`src/rtl/shift_add_multiplier_ctrl.sv`:
```
// Sequential 16x16 unsigned shift-and-add multiplier controller.
// Drives an external shared 16-bit adder and registers its sum and carry each RUN cycle.
module shift_add_multiplier_ctrl (
    input  logic        clk,
    input  logic        reset,
    input  logic        start,
    input  logic [15:0] multiplicand,
    input  logic [15:0] multiplier,
    output logic [15:0] adder_operand1,
    output logic [15:0] adder_operand2,
    input  logic [15:0] adder_sum,
    input  logic        adder_carry,
    output logic        busy,
    output logic        done,
    output logic [31:0] product
);

    typedef enum logic [1:0] {StIdle, StRun, StDone} state_e;

    state_e      state_q, state_d;
    logic [15:0] a_q, a_d;
    logic [15:0] q_q, q_d;
    logic [15:0] b_q, b_d;
    logic [3:0]  count_q, count_d;
    logic [31:0] product_q, product_d;

    always_ff @(posedge clk) begin
        if (reset) begin
            state_q   <= StIdle;
            a_q       <= 16'h0000;
            q_q       <= 16'h0000;
            b_q       <= 16'h0000;
            count_q   <= 4'd0;
            product_q <= 32'h0000_0000;
        end else begin
            state_q   <= state_d;
            a_q       <= a_d;
            q_q       <= q_d;
            b_q       <= b_d;
            count_q   <= count_d;
            product_q <= product_d;
        end
    end

    always_comb begin
        state_d        = state_q;
        a_d            = a_q;
        q_d            = q_q;
        b_d            = b_q;
        count_d        = count_q;
        product_d      = product_q;
        adder_operand1 = 16'h0000;
        adder_operand2 = 16'h0000;
        unique case (state_q)
            StIdle: begin
                if (start) begin
                    a_d     = 16'h0000;
                    q_d     = multiplier;
                    b_d     = multiplicand;
                    count_d = 4'd0;
                    state_d = StRun;
                end
            end
            StRun: begin
                adder_operand1 = a_q;
                adder_operand2 = q_q[0] ? b_q : 16'h0000;
                // Carry lands in A[15]; the sum's LSB shifts into Q[15].
                a_d     = {adder_carry, adder_sum[15:1]};
                q_d     = {adder_sum[0], q_q[15:1]};
                count_d = count_q + 4'd1;
                if (count_q == 4'd15) begin
                    product_d = {a_d, q_d};
                    state_d   = StDone;
                end
            end
            StDone: begin
                state_d = StIdle;
            end
            default: begin
                state_d = StIdle;
            end
        endcase
    end

    assign busy    = (state_q == StRun);
    assign done    = (state_q == StDone);
    assign product = product_q;

endmodule

```
`config.mk`:
```
export PLATFORM = sky130hd
export DESIGN_NAME = shift_add_multiplier_ctrl
export DESIGN_NICKNAME = d
export VERILOG_FILES = /design/src/rtl/shift_add_multiplier_ctrl.sv
export SDC_FILE = /design/constraint.sdc
export NUM_CORES = 1
export LEC_CHECK = 0
export ABC_AREA = 1
export CAP_MARGIN = 25
export CORE_MARGIN = 2
export CORE_UTILIZATION = 40
export DETAILED_ROUTE_END_ITERATION = 6
export DONT_BUFFER_PORTS = 1
export PLACE_DENSITY_LB_ADDON = 0.25
export SLEW_MARGIN = 15
export SYNTH_ARGS = -nofsm -noshare
export SYNTH_HDL_FRONTEND = slang
export SYNTH_SLANG_ARGS = --single-unit
```
`constraint.sdc`:
```
create_clock -name clk -period 1.71 [get_ports clk]
set_input_delay 0.513 -clock clk [delete_from_list [all_inputs] [get_ports clk]]
set_output_delay 0.513 -clock clk [all_outputs]
set_load 0.01 [all_outputs]
```
* After elaboration in Yosys (flattened, before gate mapping) *
Index checks and enable logic that the tools add are counted.
Widths: inputs -> output; s select.

cells by class
  mux-type cells = 12
  equality and inequality tests = 5
  add/sub/neg operators = 1
  reduce and logical (&&, ||, !) cells = 6

operator list
  kind                 number
  $mux 16              5
  $pmux 16 s2          2
  $pmux 4 s2           1
  $reduce_and 2->1     4
  $add 4x1->4 const B  1
  $eq 4x4->1 const B   1
  $mux 2               2
  $mux 4               1
  $pmux 2 s2           1
  $eq 2x1->1 const B   1
  $eq 2x2->1 const B   1
  $logic_not 2->1      1
  $ne 2x1->1 const B   1
  $ne 2x2->1 const B   1
  $reduce_bool 2->1    1

word-level totals
  word-level logic and storage cells = 30
  bits in registers = 86
  input bits = 52

* Longest topological paths before layout *
Gate-level depths: netlist of the first run.

  depth in word-level cells = 3
  gate-level depth with buffers = 8
  mapped depth without buffers = 7

* Worst setup path after synthesis of the first run *
No wires, ideal clock.

  path kind = reg-to-output
  start point = reg state_q[1]
  end point = out adder_operand1[0]
  path slack = 0.130 ns
  buffers on the path = 3
  stages on the path, launching flop included = 7
  arrival time = 1.067 ns
  cell sequence = dfxtp_1 > inv_1 > nand2_1 > buf_6 > buf_6 > buf_2 > nor2_1

on the way
  cells in the longest elaborated chain, start to end = 2

RTL lines
  element                   line  RTL
  start: declaration        20    state_e state_q, state_d;
  start signal: assignment  29    state_q <= StIdle;
  start signal: assignment  36    state_q <= state_d;
  $eq 2x1->1                54    unique case (state_q)
  $mux 16                   54
  end: declaration          9     output logic [15:0] adder_operand1,

Every way passes these cells.

* Worst setup path in the final report of the first run *
  start point = reg state_q[1]
  end point = out adder_operand2[15]

on the way
  cells in the longest elaborated chain, start to end = 2

RTL lines
  element           line  RTL
  $eq 2x1->1        54
  $mux 16           54
  end: declaration  10    output logic [15:0] adder_operand2,

Every way passes these cells.

==> results.py, run 1 <==
metrics = {
    "pwr": {
        "intPower_mw": 2.99,
        "power_density_nw_per_um2": 981,
        "swShare_pct": 27.2,
        "p_leak_nw": 1.63,
        "power.total_mw": 4.10,
        "switchingPower_mw": 1.11,
        "p_seq_share_pct": 52.0,
        "peakVddDrop_v": 0.000456,
        "clockPowerShare_pct": 36.1,
        "combinationalPowerShare_pct": 12.0,
    },
    "critical_path": {
        "worstPathCellList": "inv_4 > nand2_8 > buf_12 > nor2_4 > buf_6",
        "cp.required_ps": 1200,
        "cpLargestDelayFamily": "flip-flops",
        "path_class": "reg -> out",
        "critPathLaunchType": "register",
        "crit_path_end_kind": "output pin",
        "path_buf_inv": 3,
        "regToRegSetupSlack_ps": 130,
        "slowest_delay_ps": 340,
        "crit_fanout": 5,
        "cpMaxStageDelayCell": "dfxtp_2",
        "critical_path_arrival_ps": 1180,
    },
    "cells_and_area": {
        "final_cell_mix": "137 x nand2_1, 83 x dfxtp_1, 68 x nor2_1",
        "layout-drive-gt1-share_pct": 15.4,
        "num-nets-final": 556,
        "fin_area_um2": 4180,
        "final_common_cell": "nand2_1",
        "antenna_cells": 0,
        "area_growth_pct": 18.6,
    },
    "job": {
        "drv_cap": 0,
    },
    "die": {
        "num_rows": 34,
        "fp.dieW_um": 97.9,
        "core-area_um2": 8640,
        "initial_utilization_pct": 40.8,
        "die-height_um": 97.9,
        "io_pins": 118,
        "die-area_um2": 9580,
    },
    "timing": {
        "slew_headroom_pct": 65.8,
        "max_freq_mhz": 589,
        "clock_skew_ps": 11.0,
        "whs_ps": 212,
        "finalHoldViolations": 0,
        "final_max_slew_viol_count": 0,
        "fin_crit_ps": 1700,
        "setup-tns-final_ps": 0,
        "rsz0062_at_grt": "true",
        "worstMarginPinSlew_ps": 513,
        "setup_viol": 0,
        "final.period_utilization_pct": 99.3,
        "fin_ws_ps": 12.7,
    },
    "synth": {
        "ys_warn_count": 0,
        "yosysTopAreaCell": "dfxtp_1",
        "synth_area_leaders": "dfxtp_1 49%, nand2_1 15%, nor2_1 11%",
        "synth-seq-area-share_pct": 48.9,
        "synth_cell_types": 19,
        "synth_fp_nets": 558,
        "synth_top_area_share_pct": 48.9,
        "ys_ff_latch": 86,
        "syn_inst": 505,
        "syn_avg_cell_area_um2": 6.98,
        "syn_area_um2": 3520,
    },
    "clocking": {
        "cts_root_buffer": "clkbuf_8",
        "htree_levels": 3,
        "ctsHoldBuffers": 0,
        "clkLatencyLatePin_ps": 350,
        "cts_inserted_buffers": 9,
        "cts_tree": "done",
        "cts_sinks": 86,
        "clkTransAtPathRegs_ps": 90,
        "cts_buffer_depth": 2,
    },
    "grt": {
        "grt_start_max_net_pins": 53,
        "grt_pass1_vias": 2933,
        "antenna_found_initial": 0,
        "grt_util_all_layers_pct": 17.6,
        "grt_pass1_wl_um": 13800,
        "gr-total-overflow": 0,
    },
    "placement": {
        "dp_slack_ps": 145,
        "placed_area_um2": 3620,
        "numPortBuffers": 0,
        "dp_hpwl_um": 5570,
        "routabilityCongestion": 0.741,
    },
    "route": {
        "dr.pass1.iters": 4,
        "first_iter_violations": 104,
        "avgViaCountPerCell": 5.03,
        "wirelength_um": 8660,
        "wl_per_cell_um": 14.1,
        "ant_nets": 0,
        "vias": 3101,
        "drc": 0,
    },
    "hold_path": {
        "hold_path.class": "in -> reg",
    },
    "outcome": {
        "status": "finished clean",
    },
}
## power by group through the flow
stage	sequential, mW	clock [mW]	combinational, mW
3_3_place_gp	2.17	0	0.384
6_report	2.13	1.48	0.492
3_5_place_dp	2.17	0	0.392
4_1_cts	2.13	1.53	0.421
5_1_grt	2.14	1.64	0.554
2_1_floorplan	2.17	0	0.325
## cell type report
| cell class | count | area, um2 |
|---|---|---|
| fillers | 877 | 4460 |
| multi-input cells | 348 | 1720 |
| clock inverters | 6 | 68.8 |
| well taps | 108 | 135 |
| clock buffers | 10 | 138 |
| inverters | 39 | 153 |
| flip-flops and latches | 86 | 1730 |
| repair buffers | 19 | 239 |
## registers in the layout, indices dropped and copies added (netlist names)
register	count
q_q	16
b_q	16
count_q	4
state_q	2
a_q	16
product	32
## worst paths after layout
check,from,endpoint,cells after the start
max,state_q[1]$_SDFFE_PP0P_,adder_operand2[15],5
min,reset,a_q[6]$_SDFFE_PP0P_,1
max reg2reg,count_q[0]$_SDFFE_PP0P_,product[29]$_SDFFE_PP0P_,7
min reg2reg,a_q[9]$_SDFFE_PP0P_,a_q[9]$_SDFFE_PP0P_,2
## layer usage
layer	up-vias	routed length (um)	global-route usage, %
met1	1448	3850	21.9
li1	1561	-	-
met3	9	556	4.94
met4	0	121	7.05
met5	-	0	0
met2	83	4140	28.7
## stage by stage
stage / util [%] / instances
after floorplan: - / 505
after global placement: 41.9 / 595
after detailed placement: 41.9 / 595
after CTS: 45.4 / 613
after global routing: 48.4 / 616
final: 48.4 / 616
## worst register-to-register path: cells and delay by family, from the launching register on
| family | cells | cell delay [ps] |
|---|---|---|
| fa+ha+maj | 1 | 200 |
| buf+inv | 1 | 260 |
| flops | 1 | 410 |
| simple gates | 5 | 610 |
## logic make-up after synthesis
family	synth area share (%)
adders and majority gates	0.355
AOI/OAI and AO/OA	10.3
buffers and inverters	9.27
DFF	48.9
and+or+nand+nor	31.2
## synth_stat cells
cell      number
o21ai_0       34
nor2_1       100
nand3_1       34
buf_4          5
inv_2          1
o21ai_1       16
nor2_4         1
nand3_4        1
buf_2         14
a21oi_1       21
clkinv_2       1
buf_6          3
nand4_1        1
clkbuf_1      10
inv_1         37
nand2_1      138
ha_1           1
dfxtp_1       86
o21ai_2        1
## what timing repair did
action,CTS,global route
pin swaps,0,1
cloned,0,3
setup buffers,2,0
setup endpoints to repair,33,35
resized for setup,29,51
No activity file was read; power rests on OpenSTA's default activity.
==> run 2: changes to the inputs <==
- HOLD_SLACK_MARGIN: default -> 0.15
- SLEW_MARGIN: 15 -> 10
==> results of run 2 <==
Final layout, timing and power as in run 1 (identical DEF).
==> run 3: changes to the inputs <==
- CTS_BUF_LIST: default -> sky130_fd_sc_hd__clkbuf_16
==> run 3 against run 2 <==
Effect of this change:
- fmax up 0.12%
- via count fell by 1.4%
- sequential power barely moved
- die area did not move
- first-iteration DRC count grew 29%
- sequential share of layout area increased by 1.6 points
- register-to-register slack is essentially flat
- setup slack better by 2.0 ps
==> results.py, run 3 (synthesis gave the netlist of run 1 again) <==
metrics = {
    "grt": {
        "antenna_found_initial": 0,
        "grt_util_all_layers_pct": 17.4,
        "grt_pass1_wl_um": 13800,
        "grt_start_max_net_pins": 53,
        "grt_pass1_vias": 2910,
        "gr-total-overflow": 0,
    },
    "hold_path": {
        "worstHoldStart": "reset",
        "hold_path.class": "in -> reg",
    },
    "clocking": {
        "htree_levels": 3,
        "ctsHoldBuffers": 0,
        "cts_sinks": 86,
        "cts_tree": "done",
        "cts_buffer_depth": 2,
        "cts_inserted_buffers": 9,
        "clkLatencyLatePin_ps": 330,
        "clkTransAtPathRegs_ps": 70,
        "cts_root_buffer": "clkbuf_16",
    },
    "pwr": {
        "p_leak_nw": 1.63,
        "clockPowerShare_pct": 43.3,
        "combinationalPowerShare_pct": 9.3,
        "p_seq_share_pct": 47.4,
        "swShare_pct": 24.9,
        "power_density_nw_per_um2": 1120,
        "switchingPower_mw": 1.12,
        "peakVddDrop_v": 0.000626,
        "intPower_mw": 3.37,
    },
    "route": {
        "first_iter_violations": 134,
        "vias": 3058,
        "drc": 0,
        "ant_nets": 0,
        "wl_per_cell_um": 13.4,
        "wirelength_um": 8240,
        "avgViaCountPerCell": 4.99,
        "dr.pass1.iters": 5,
    },
    "die": {
        "die-height_um": 97.9,
        "num_rows": 34,
        "io_pins": 118,
        "fp.dieW_um": 97.9,
        "initial_utilization_pct": 40.8,
        "core-area_um2": 8640,
        "die-area_um2": 9580,
    },
    "timing": {
        "final_max_slew_viol_count": 0,
        "clock_skew_ps": 7.49,
        "final.period_utilization_pct": 99.1,
        "rsz0062_at_grt": "true",
        "setup_viol": 0,
        "whs_ps": 245,
        "worstMarginPinSlew_ps": 507,
        "finalHoldViolations": 0,
        "slew_headroom_pct": 66.1,
        "fin_crit_ps": 1700,
        "setup-tns-final_ps": 0,
        "max_freq_mhz": 590,
    },
    "critical_path": {
        "startpoint": "state_q[1]$_SDFFE_PP0P_",
        "slowest_delay_ps": 320,
        "regToRegSetupSlack_ps": 140,
        "worstPathCellList": "inv_2 > nand2_4 > buf_12 > nor2_1",
        "cp.required_ps": 1200,
        "r2r_cells": 7,
        "critical_path.endpoint": "adder_operand2[8]",
        "crit_fanout": 18,
        "cpMaxStageDelayCell": "dfxtp_2",
        "crit_path_end_kind": "output pin",
        "critical_path_arrival_ps": 1180,
        "critPathLaunchType": "register",
        "r2r_start": "count_q[0]$_SDFFE_PP0P_",
        "rr_endpoint": "product[29]$_SDFFE_PP0P_",
        "path_class": "reg -> out",
    },
    "cells_and_area": {
        "largest_reg_flops": 32,
        "num-nets-final": 553,
        "final_common_cell": "nand2_1",
        "antenna_cells": 0,
        "fin_util_pct": 46.6,
        "fin_area_um2": 4020,
        "final_cell_mix": "137 x nand2_1, 85 x nor2_1, 83 x dfxtp_1",
        "area_growth_pct": 14.1,
        "layout-drive-gt1-share_pct": 11.3,
    },
    "placement": {
        "routabilityCongestion": 0.741,
        "placed_area_um2": 3620,
        "dp_hpwl_um": 5570,
        "numPortBuffers": 0,
    },
    "job": {
        "drv_cap": 0,
    },
    "outcome": {
        "status": "finished clean",
    },
}
-- run 3: changes by cell type in the layout (fill, tap and decap cells not counted), sizes merged --
cell and change:
clkbuf -3, buf -1, clkinv +1
-- run 3: power groups by stage --
stage                     clock network [mW]  logic, mW  registers (mW)
after CTS                               2.00      0.415            2.13
after detailed placement                   0      0.392            2.17
after global routing                    2.12      0.480            2.14
after global placement                     0      0.384            2.17
after floorplan                            0      0.325            2.17
final                                   1.94      0.418            2.13
-- run 3: how the worst min path moves through the flow --
stage / to / cells past startpoint
2_1_floorplan: a_q[3]$_SDFFE_PP0P_ / 2
3_3_place_gp: a_q[8]$_SDFFE_PP0P_ / 2
3_5_place_dp: a_q[3]$_SDFFE_PP0P_ / 2
4_1_cts: state_q[0]$_SDFFE_PP0P_ / 1
5_1_grt: a_q[1]$_SDFFE_PP0P_ / 1
6_report: a_q[6]$_SDFFE_PP0P_ / 1
-- run 3: what timing repair did --
item	4_1_cts	5_1_grt
setup endpoints to repair	33	33
gates resized for setup	23	8
setup buffers	2	0
endpoints found under the hold margin	0	0
-- run 3: stage by stage --
step                instances  power [mW]  setup WS [ps]
finish                    613        4.49           14.7
floorplan                 505        2.49            130
CTS                       613        4.54           2.84
global placement          595        2.55            212
detailed placement        595        2.57            145
global route              613        4.74          -39.5
-- run 3: layer usage --
metal / global-route usage [%] / vias to the layer above / part of all wire [%]
li1: - / 1560 / -
met1: 21.8 / 1411 / 46
met2: 28.8 / 79 / 47
met3: 6.01 / 8 / 6.2
met4: 4.49 / 0 / 1.1
met5: 0 / - / 0
-- run 3: cell type report --
| cell class | count | area [um2] |
|---|---|---|
| clock buffers | 9 | 225 |
| clock inverters | 7 | 72.6 |
| flip-flops and latches | 86 | 1730 |
| multi-input cells | 348 | 1540 |
| repair buffers | 16 | 173 |
| well taps | 108 | 135 |
| fillers | 897 | 4610 |
| inverters | 39 | 150 |
-- run 3: worst max-delay path, delay by kind of cell (launching register included) --
kind	cells	cell delay, ps
AND/OR/NAND/NOR	2	310
buffers and inverters	2	230
flip-flops	1	320
